===== config.mk =====
export PLATFORM = sky130hd
export DESIGN_NAME = alu_seq
export DESIGN_NICKNAME = d
export VERILOG_FILES = /design/src/rtl/alu_pkg.sv /design/src/rtl/alu_mul_iter.sv /design/src/rtl/alu_seq.sv
export SDC_FILE = /design/constraint.sdc
export NUM_CORES = 1
export LEC_CHECK = 0
export ABC_CLOCK_PERIOD_IN_PS = 3900
export CELL_PAD_IN_SITES_DETAIL_PLACEMENT = 0
export CELL_PAD_IN_SITES_GLOBAL_PLACEMENT = 2
export CORE_ASPECT_RATIO = 1.2
export CORE_MARGIN = 3
export CORE_UTILIZATION = 37
export CTS_BUF_LIST = sky130_fd_sc_hd__clkbuf_8
export CTS_CLUSTER_SIZE = 10
export DETAILED_ROUTE_END_ITERATION = 16
export PLACE_DENSITY_LB_ADDON = 0.15
export SYNTH_ARGS = -nofsm -noshare
export SYNTH_HDL_FRONTEND = slang
export SYNTH_SLANG_ARGS = --single-unit
export TNS_END_PERCENT = 20

===== constraint.sdc =====
create_clock -name Clk -period 3.9 [get_ports Clk]
set_clock_uncertainty 0.2 [all_clocks]
set_input_delay 0.78 -clock Clk [delete_from_list [all_inputs] [get_ports Clk]]
set_output_delay 0.78 -clock Clk [all_outputs]
set_load 0.005 [all_outputs]

===== src/rtl/alu_pkg.sv =====
// -----------------------------------------------------------------------------
// alu_pkg
// Shared types for the sequential LC-3 ALU (alu_seq) and its iterative
// multiplier (alu_mul_iter).
//   ALUK_W      : opcode width
//   aluk_e      : opcode encoding (0-3 match the legacy 2-bit ALU)
//   alu_flags_t : registered result flags {N, Z, P, C, V}
//   alu_state_e : sequencing FSM states
// -----------------------------------------------------------------------------
package alu_pkg;

   localparam int unsigned ALUK_W = 4;

   typedef enum logic [ALUK_W-1:0] {
      ALU_ADD  = 4'd0,
      ALU_AND  = 4'd1,
      ALU_NOT  = 4'd2,
      ALU_PASS = 4'd3,
      ALU_SUB  = 4'd4,
      ALU_OR   = 4'd5,
      ALU_XOR  = 4'd6,
      ALU_SHL  = 4'd7,
      ALU_SHR  = 4'd8,
      ALU_SRA  = 4'd9,
      ALU_MUL  = 4'd10
   } aluk_e;

   typedef struct packed {
      logic n;
      logic z;
      logic p;
      logic c;
      logic v;
   } alu_flags_t;

   typedef enum logic {
      ST_IDLE = 1'b0,
      ST_MUL  = 1'b1
   } alu_state_e;

   // A zeroed Out reads as "zero", so Z is the only flag set out of reset.
   localparam alu_flags_t FLAGS_RST = '{n: 1'b0, z: 1'b1, p: 1'b0, c: 1'b0, v: 1'b0};

endpackage


===== src/rtl/alu_mul_iter.sv =====
// -----------------------------------------------------------------------------
// alu_mul_iter
// Shift-add multiplier producing the low WIDTH bits of unsigned a_i*b_i,
// one partial product per clock, WIDTH clocks per operation.
//   clk_i, rst_ni : clock, asynchronous active-low reset (aborts operation)
//   start_i       : load operands and begin (ignored while busy)
//   a_i, b_i      : multiplicand, multiplier
//   done_o        : high during the final iteration; result_o valid then
//   result_o      : final product, meaningful only while done_o=1
// -----------------------------------------------------------------------------
module alu_mul_iter #(
   parameter int unsigned WIDTH = 16
) (
   input  logic             clk_i,
   input  logic             rst_ni,
   input  logic             start_i,
   input  logic [WIDTH-1:0] a_i,
   input  logic [WIDTH-1:0] b_i,
   output logic             done_o,
   output logic [WIDTH-1:0] result_o
);

   localparam int unsigned CNT_W = $clog2(WIDTH);

   logic [WIDTH-1:0] mcand_q;
   logic [WIDTH-1:0] mplier_q;
   logic [WIDTH-1:0] acc_q;
   logic [WIDTH-1:0] acc_d;
   logic [CNT_W-1:0] cnt_q;
   logic             busy_q;

   // Accumulator value after this cycle's iteration; on the last iteration
   // it is the product, handed out combinationally so the caller can
   // register it on the same edge.
   always_comb begin
      acc_d = acc_q;
      if (mplier_q[0]) begin
         acc_d = acc_q + mcand_q;
      end
   end

   assign done_o   = busy_q && (cnt_q == '0);
   assign result_o = acc_d;

   always_ff @(posedge clk_i or negedge rst_ni) begin
      if (!rst_ni) begin
         mcand_q  <= '0;
         mplier_q <= '0;
         acc_q    <= '0;
         cnt_q    <= '0;
         busy_q   <= 1'b0;
      end else if (!busy_q) begin
         if (start_i) begin
            mcand_q  <= a_i;
            mplier_q <= b_i;
            acc_q    <= '0;
            cnt_q    <= CNT_W'(WIDTH - 1);
            busy_q   <= 1'b1;
         end
      end else begin
         acc_q    <= acc_d;
         mcand_q  <= mcand_q << 1;
         mplier_q <= mplier_q >> 1;
         cnt_q    <= cnt_q - CNT_W'(1);
         if (cnt_q == '0) begin
            busy_q <= 1'b0;
         end
      end
   end

endmodule


===== src/rtl/alu_seq.sv =====
// -----------------------------------------------------------------------------
// alu_seq
// Handshaked, registered LC-3 ALU with 4-bit opcodes and NZP/C/V flags.
//   Clk, Reset_n        : clock (rising edge), asynchronous active-low reset
//   In_valid/In_ready   : operation handshake for A, B, ALUK
//   A, B, ALUK          : operands (B doubles as shift amount) and opcode
//   Out_valid/Out_ready : result handshake
//   Out, N, Z, P, C, V  : registered result and flags
//   Illegal             : result came from a reserved opcode (passes A)
//   Busy                : iterative multiply in progress
// Single-cycle ops register their result on the accepting edge; MUL takes
// WIDTH further edges in the multiplier sub-block.
// -----------------------------------------------------------------------------
module alu_seq
   import alu_pkg::*;
#(
   parameter int unsigned WIDTH  = 16,
   parameter bit          MUL_EN = 1'b1
) (
   input  logic              Clk,
   input  logic              Reset_n,
   input  logic              In_valid,
   output logic              In_ready,
   input  logic [WIDTH-1:0]  A,
   input  logic [WIDTH-1:0]  B,
   input  logic [ALUK_W-1:0] ALUK,
   output logic              Out_valid,
   input  logic              Out_ready,
   output logic [WIDTH-1:0]  Out,
   output logic              N,
   output logic              Z,
   output logic              P,
   output logic              C,
   output logic              V,
   output logic              Illegal,
   output logic              Busy
);

   localparam int unsigned SHW = $clog2(WIDTH);
   localparam int unsigned MSB = WIDTH - 1;
   localparam logic [WIDTH:0] ONE_W = {{WIDTH{1'b0}}, 1'b1};

   alu_state_e       state_q;
   logic [WIDTH-1:0] out_q;
   alu_flags_t       flags_q;
   logic             illegal_q;
   logic             valid_q;

   aluk_e            op;
   logic             accept;
   logic             is_mul;
   logic [SHW-1:0]   shamt;
   logic [WIDTH:0]   add_w;
   logic [WIDTH:0]   sub_w;
   logic [WIDTH-1:0] res_d;
   logic             c_d;
   logic             v_d;
   logic             illegal_d;
   logic             mul_done;
   logic [WIDTH-1:0] mul_res;

   function automatic alu_flags_t mk_flags(input logic [WIDTH-1:0] r,
                                           input logic c, input logic v);
      alu_flags_t f;
      f.n = r[MSB];
      f.z = (r == '0);
      f.p = !f.n && !f.z;
      f.c = c;
      f.v = v;
      return f;
   endfunction

   assign op     = aluk_e'(ALUK);
   assign is_mul = MUL_EN && (op == ALU_MUL);
   assign shamt  = B[SHW-1:0];

   // The output slot must be empty or being drained this edge before a new
   // operation is taken; a MUL therefore always finds it free on completion.
   assign In_ready = (state_q == ST_IDLE) && (!valid_q || Out_ready);
   assign accept   = In_valid && In_ready;

   // SUB as A + ~B + 1 so the carry out reads as "no borrow".
   assign add_w = {1'b0, A} + {1'b0, B};
   assign sub_w = {1'b0, A} + {1'b0, ~B} + ONE_W;

   always_comb begin
      res_d     = A;
      c_d       = 1'b0;
      v_d       = 1'b0;
      illegal_d = 1'b0;
      case (op)
         ALU_ADD: begin
            res_d = add_w[WIDTH-1:0];
            c_d   = add_w[WIDTH];
            v_d   = (A[MSB] == B[MSB]) && (add_w[MSB] != A[MSB]);
         end
         ALU_AND:  res_d = A & B;
         ALU_NOT:  res_d = ~A;
         ALU_PASS: res_d = A;
         ALU_SUB: begin
            res_d = sub_w[WIDTH-1:0];
            c_d   = sub_w[WIDTH];
            v_d   = (A[MSB] != B[MSB]) && (sub_w[MSB] != A[MSB]);
         end
         ALU_OR:   res_d = A | B;
         ALU_XOR:  res_d = A ^ B;
         ALU_SHL:  res_d = A << shamt;
         ALU_SHR:  res_d = A >> shamt;
         ALU_SRA:  res_d = WIDTH'($signed(A) >>> shamt);
         // With the multiplier present the result comes from u_mul instead;
         // without it the opcode behaves as reserved.
         ALU_MUL:  illegal_d = !MUL_EN;
         default:  illegal_d = 1'b1;
      endcase
   end

   alu_mul_iter #(
      .WIDTH(WIDTH)
   ) u_mul (
      .clk_i    (Clk),
      .rst_ni   (Reset_n),
      .start_i  (accept && is_mul),
      .a_i      (A),
      .b_i      (B),
      .done_o   (mul_done),
      .result_o (mul_res)
   );

   always_ff @(posedge Clk or negedge Reset_n) begin
      if (!Reset_n) begin
         state_q   <= ST_IDLE;
         out_q     <= '0;
         flags_q   <= FLAGS_RST;
         illegal_q <= 1'b0;
         valid_q   <= 1'b0;
      end else begin
         // Consumption clears the slot; a result written this edge overrides.
         if (Out_ready) begin
            valid_q <= 1'b0;
         end
         case (state_q)
            ST_IDLE: begin
               if (accept) begin
                  if (is_mul) begin
                     state_q <= ST_MUL;
                  end else begin
                     out_q     <= res_d;
                     flags_q   <= mk_flags(res_d, c_d, v_d);
                     illegal_q <= illegal_d;
                     valid_q   <= 1'b1;
                  end
               end
            end
            ST_MUL: begin
               if (mul_done) begin
                  out_q     <= mul_res;
                  flags_q   <= mk_flags(mul_res, 1'b0, 1'b0);
                  illegal_q <= 1'b0;
                  valid_q   <= 1'b1;
                  state_q   <= ST_IDLE;
               end
            end
            default: state_q <= ST_IDLE;
         endcase
      end
   end

   assign Out       = out_q;
   assign N         = flags_q.n;
   assign Z         = flags_q.z;
   assign P         = flags_q.p;
   assign C         = flags_q.c;
   assign V         = flags_q.v;
   assign Illegal   = illegal_q;
   assign Out_valid = valid_q;
   assign Busy      = (state_q == ST_MUL);

endmodule


== Word level (Yosys, flattened, before mapping) ==
Index checks and enable logic that the tools add are counted.

* Bits in registers: 77
* Input port bits: 40
* Output and inout port bits: 25
* Logic and storage cells: 103

* Add/subtract/negate cells: 5
* Equality and inequality tests: 17
* Shift operators: 3
* Multiplexer cells: 37
* Bitwise gates (word level): 6
* Reductions and logical operators: 21

{| class="wikitable"
|+ Operators by type and width
! operator !! count
|-
| 2-to-1 mux 16 bit || 10
|-
| one-hot mux 16 bit (9 select lines) || 1
|-
| adder 16 x 16 -> 17 bit || 2
|-
| zero test 16 bit || 2
|-
| inverter 16 bit || 2
|-
| one-hot mux 16 bit (2 select lines) || 1
|-
| adder 17 x 1 -> 17 bit (second input constant) || 1
|-
| adder 16 bit || 1
|-
| AND 16 bit || 1
|-
| equality test 4 x 3 -> 1 bit (second input constant) || 4
|-
| bitwise OR 16 bit || 1
|-
| left shift 16 x 4 -> 16 bit || 1
|-
| >> shifter 16 x 4 -> 16 bit || 1
|-
| >>> shifter 16 x 4 -> 16 bit || 1
|-
| bitwise XOR 16 bit || 1
|-
| 2-to-1 mux 5 bit || 3
|-
| 2-to-1 mux 1 bit || 14
|-
| equality test 4 bit (second input constant) || 3
|-
| one-hot mux 1 bit (2 select lines) || 5
|-
| one-hot mux 5 bit (2 select lines) || 1
|-
| OR reduction 10 bit || 1
|-
| equality test 4 x 2 -> 1 bit (second input constant) || 2
|-
| logical AND 1 bit || 8
|-
| zero test 4 bit || 2
|-
| 12 further kinds || 20
|}

== Logic depth before layout (Yosys ltp) ==
* Depth after elaboration: 10
* Mapped depth: 15
* Gate-level depth less buffers: 14

== Hierarchy ==
Synthesis repeated with hierarchy kept, for this count alone.

* Cells, all modules: 1155
* Area total of the unflattened synthesis: 9183.8 µm²

{| class="wikitable"
|+ By module, submodules not included
! module !! times used !! cells an instance !! area each (µm²) !! seq. area each (µm²)
|-
| alu_seq || 1 || 812 || 5943.2 || 576.8
|-
| alu_mul_iter || 1 || 343 || 3240.6 || 1326.3
|}

== Worst setup path before layout ==
No wires, ideal clock.

* Kind: input to register
* From: input port B[2]
* To: register flags_q (netlist bit P)
* Setup time: 0.129 ns
* Data arrival time: 3.941 ns
* Data required time: 3.571 ns
* Setup slack: -0.370 ns
* Stages: 15
* Path buffers: 3
* Path through: buf_2 -> inv_1 -> buf_1 -> ha_1 -> buf_6 -> nand2b_4 -> a2111oi_2 -> o31ai_2 -> a211oi_4 -> o211ai_2 -> a2111oi_2 -> o21ai_0 -> nor4b_2 -> a211o_1 -> a31oi_1

* Word-level cells in the longest chain between the ends: 10
* Elaborated cells between the ends (all ways): 18
* Those cells by class: add/sub (3); shift (3); mux (4); bitwise (4); reduce/logical (4)

{| class="wikitable"
|+ Ends and longest elaborated chain
! what !! line !! source
|-
| from (decl) || alu_seq.sv:25 || <nowiki>input logic [WIDTH-1:0] B,</nowiki>
|-
| inverter 16 bit || alu_seq.sv:84 || <nowiki>assign sub_w = {1'b0, A} + {1'b0, ~B} + ONE_W;</nowiki>
|-
| adder 16 x 16 -> 17 bit || alu_seq.sv:84 ||
|-
| adder 17 x 1 -> 17 bit || alu_seq.sv:84 ||
|-
| one-hot mux 16 bit (9 select lines) * || alu_seq.sv:91 || <nowiki>case (op)</nowiki>
|-
| zero test 16 bit || alu_seq.sv:66 || <nowiki>f.z = (r == '0);</nowiki>
|-
| zero test 1 bit || alu_seq.sv:67 || <nowiki>f.p = !f.n && !f.z;</nowiki>
|-
| logical AND 1 bit * || alu_seq.sv:67 ||
|-
| 2-to-1 mux 5 bit * || alu_seq.sv:144 || <nowiki>if (is_mul) begin</nowiki>
|-
| 2-to-1 mux 5 bit * || alu_seq.sv:143 || <nowiki>if (accept) begin</nowiki>
|-
| one-hot mux 5 bit (2 select lines) * || alu_seq.sv:141 || <nowiki>case (state_q)</nowiki>
|-
| to (signal assigned) || alu_seq.sv:148 || <nowiki>flags_q <= mk_flags(res_d, c_d, v_d);</nowiki>
|-
| to (signal assigned) || alu_seq.sv:157 || <nowiki>flags_q <= mk_flags(mul_res, 1'b0, 1'b0);</nowiki>
|-
| to (decl) || alu_seq.sv:45 || <nowiki>alu_flags_t flags_q;</nowiki>
|}

Mark *: on every way between the ends. The rest lies on a longest branch, timed or not. The select of a mux whose other input is x is not followed.
A chain may end at the register's enable or synchronous reset.

== Final worst setup path ==
* From: input port B[12]
* To: register flags_q (netlist bit Z)

* Word-level cells in the longest chain between the ends: 8
* Elaborated cells between the ends (all ways): 12
* Those cells by class: add/sub (3); mux (4); bitwise (4); reduce/logical (1)

{| class="wikitable"
|+ Ends and longest elaborated chain
! what !! line
|-
| inverter 16 bit || alu_seq.sv:84
|-
| adder 16 x 16 -> 17 bit || alu_seq.sv:84
|-
| adder 17 x 1 -> 17 bit || alu_seq.sv:84
|-
| one-hot mux 16 bit (9 select lines) * || alu_seq.sv:91
|-
| zero test 16 bit * || alu_seq.sv:66
|-
| 2-to-1 mux 5 bit * || alu_seq.sv:144
|-
| 2-to-1 mux 5 bit * || alu_seq.sv:143
|-
| one-hot mux 5 bit (2 select lines) * || alu_seq.sv:141
|}

Marked as above.

==> flow_summary.toml <==
[sta]
max_freq_mhz = 258
hold_viol_final = 0
tightest_slew_ns = 0.800
min_period_ns = 3.87
fin_crit_sh_pct = 99.3
maxSlewViolCount = 0
finalSetupViolations = 0
maxSlewHeadroom_pct = 46.7

[critical_path]
cp.arrival_ns = 3.97
cp-start-kind = "primary input"
reg2reg_depth = 10
worst-setup-path-type = "primary input to flop"
cp_max_fo = 2
crit_required_ns = 4.00
endpoint_kind = "flop"

[drt]
ant_nets = 0
drcViolationCount = 0
first_pass_iters = 5
wl_per_cell_um = 20.9
routed_wl_um = 36800
vias_per_cell = 5.76
drt_iter0_drc = 776
vias = 10145

[job]
maxCapViolations = 0

[clock_tree]
worstSkewPairLatency_ns = 0.37
ctsHoldBuffers = 0
numCtsBuffers = 9
cts.sinks = 76
clockRootBuffer = "clkbuf_8"
cts.path.max_buffers = 2
clkTransAtPathRegs_ns = 0.10
htreeDepth = 3
cts_tree = "done"

[finish]
fillers = 2322
insertedDiodeCount = 0
finalNetCount = 1549
area_delta_synth_final_pct = 41.7
drive_above_1_share_pct = 31.6
fin_cells = 1760

[pwr]
peakVddDrop_uv = 228
p_leak_nw = 5.61
totalPowerFinal_mw = 4.62
p_per_area_nw_per_um2 = 371

[global_route]
grt_max_degree = 82
grt_pass1_vias = 10107
grt_pass1_wl_um = 57300
grt_overflow = 0
antenna_found_initial = 0
grtUsageTotal_pct = 28.2

[synth]
synth-seq-cells = 76
yosys_warnings = 0
async_reset_ff_share_pct = 100
synth-edff-count = 0
synth.area.top_cells = "dfrtp_1 21%, ha_1 9.4%, o21ai_0 6.3%"
avgSynthCellArea_um2 = 7.68
synth_area_um2 = 8810
synth_largest_area_cell = "dfrtp_1"
synth_cell_types = 92
synthesis.nets = 1256
synth_top_area_share_pct = 21.3
ys_seq_area_share_pct = 21.6
synth_ff_type = "dfrtp_1"
netlist_instances = 1147

[place]
dp.cells = 1725
port-buffer-count = 64
dp_hpwl_um = 29200
gp_congestion = 0.976

[die]
start_util_pct = 37.8
io_pins = 65
die_w_um = 147
core-area_um2 = 23300
die_h_um = 175
rows = 61
die_area_um2 = 25700

[worst_hold_path]
hp-class = "primary input to asynchronous set/reset pin"

[outcome]
status = "completed"
[power breakdown]
part | switching, mW | total (mW) | internal (mW)
logic | 1.40 | 2.66 | 1.26
registers | 0.228 | 1.29 | 1.07
clock network | 0.364 | 0.670 | 0.306
total | 1.99 | 4.62 | 2.64
[state kept, by name, summed over array words and instances (netlist names)]
register	flops
C	1
u_mul.busy_q	1
P	1
Busy	1
u_mul.mplier_q	16
Illegal	1
u_mul.mcand_q	16
Out_valid	1
V	1
Out	16
u_mul.cnt_q	4
u_mul.acc_q	16
Z	1
[cell usage in the layout, fill, tap and decap left out, types with 13 or more instances in the layout]
| cell | synthesis | layout |
|---|---|---|
| ha_1 | 66 | 45 |
| o21ai_0 | 110 | 108 |
| clkdlybuf4s50_1 | 0 | 44 |
| nand3_1 | 26 | 24 |
| nor3_1 | 15 | 13 |
| o22ai_1 | 15 | 14 |
| nor2_1 | 101 | 100 |
| mux2i_1 | 30 | 30 |
| a21o_1 | 17 | 17 |
| a21oi_1 | 104 | 100 |
| a31oi_1 | 15 | 14 |
| dfrtp_1 | 75 | 74 |
| inv_1 | 52 | 34 |
| o211ai_1 | 18 | 18 |
| buf_4 | 3 | 290 |
| nand2b_1 | 17 | 17 |
| inv_2 | 6 | 24 |
| nand2_1 | 121 | 120 |
| ha_4 | 0 | 14 |
[worst max-delay path, cell delays in order]
cell	delay, ns
clkdlybuf4s50_1	0.48
inv_1	0.09
ha_4	0.28
nand3_2	0.12
a2111o_1	0.39
a21oi_2	0.15
buf_4	0.14
o211ai_1	0.09
a21o_1	0.21
a2111oi_4	0.39
o21ai_1	0.14
nor4b_2	0.28
buf_4	0.16
nand3_1	0.09
o211ai_2	0.18
[final timing paths]
| check | startpoint | to | slack, ns |
|---|---|---|---|
| min in group Clk | u_mul.mplier_q[10]$_DFFE_PN0P_ | u_mul.mplier_q[9]$_DFFE_PN0P_ | 0.29 |
| hold reg to reg | u_mul.mplier_q[10]$_DFFE_PN0P_ | u_mul.mplier_q[9]$_DFFE_PN0P_ | 0.29 |
| max in group asynchronous | Reset_n | Out[10]$_DFFE_PN0P_ | 2.55 |
| hold / removal | Reset_n | u_mul.cnt_q[2]$_DFFE_PN0P_ | 0.26 |
| setup / recovery | B[12] | Z$_DFFE_PN1P_ | 0.03 |
| setup reg to reg | u_mul.acc_q[1]$_DFFE_PN0P_ | P$_DFFE_PN0P_ | 0.19 |
[logic make-up (layout without fill, tap and decap cells)]
group	after synthesis	count (layout)	share of synthesized area, %
compound gates	422	422	31.3
simple gates	363	363	19.9
buf+inv	141	439	6.79
flops	76	76	21.6
fa+ha+maj	69	69	10.1
mux	57	57	8.40
xor+xnor	19	19	1.89
[Yosys cell counts (12+ instances only)]
| master | instances |
|---|---|
| nor3_1 | 15 |
| inv_1 | 52 |
| a21oi_1 | 104 |
| a31oi_1 | 15 |
| ha_1 | 66 |
| o22ai_1 | 15 |
| a211oi_1 | 16 |
| a21o_1 | 17 |
| mux2_2 | 12 |
| o21ai_0 | 110 |
| mux2i_1 | 30 |
| xnor2_1 | 12 |
| o211ai_1 | 18 |
| nand2_1 | 121 |
| buf_2 | 22 |
| nand3_1 | 26 |
| mux4_2 | 12 |
| nor2_1 | 101 |
| nand2b_1 | 17 |
| clkbuf_1 | 50 |
| dfrtp_1 | 75 |
[area by class of cell]
type,count,area [um^2],share of cell area [%]
sequential,76,1900,15.3
multi-input combinational,930,6760,54.2
clock buffer,9,124,0.993
clock inverter,7,81.3,0.652
inverter,59,223,1.79
tap,315,394,3.16
timing repair buffer,364,2990,23.9
[through the flow]
step | instance area [um^2] | hold WS, ns | setup TNS [ns] | util, % | setup slack [ns]
floorplan | 8840 | 0.253 | 0 | - | 0.000570
global placement | 11700 | 0.263 | -3.11 | 50.1 | -0.678
detailed placement | 11700 | 0.275 | -3.54 | 50.1 | -0.696
CTS | 12100 | 0.283 | 0 | 51.9 | 0.00446
global route | 12500 | 0.323 | -0.0888 | 53.6 | -0.0448
finish | 12500 | 0.265 | 0 | 53.6 | 0.0259
[timing repair]
item                                    in CTS  in global routing
buffers inserted                             5                 14
gates resized for setup                     40                 75
endpoints found under the setup margin       2                  3
pin swaps                                   22                 24
[routing by layer]
metal,vias up,share of wire [%],track usage (%)
met5,-,0,0
met4,0,3.6,9.88
met3,76,4.7,2.78
met2,323,48,47.6
met1,4909,44,37.7
li1,4837,-,-
Note: power is estimated with default switching activity, not from simulation.
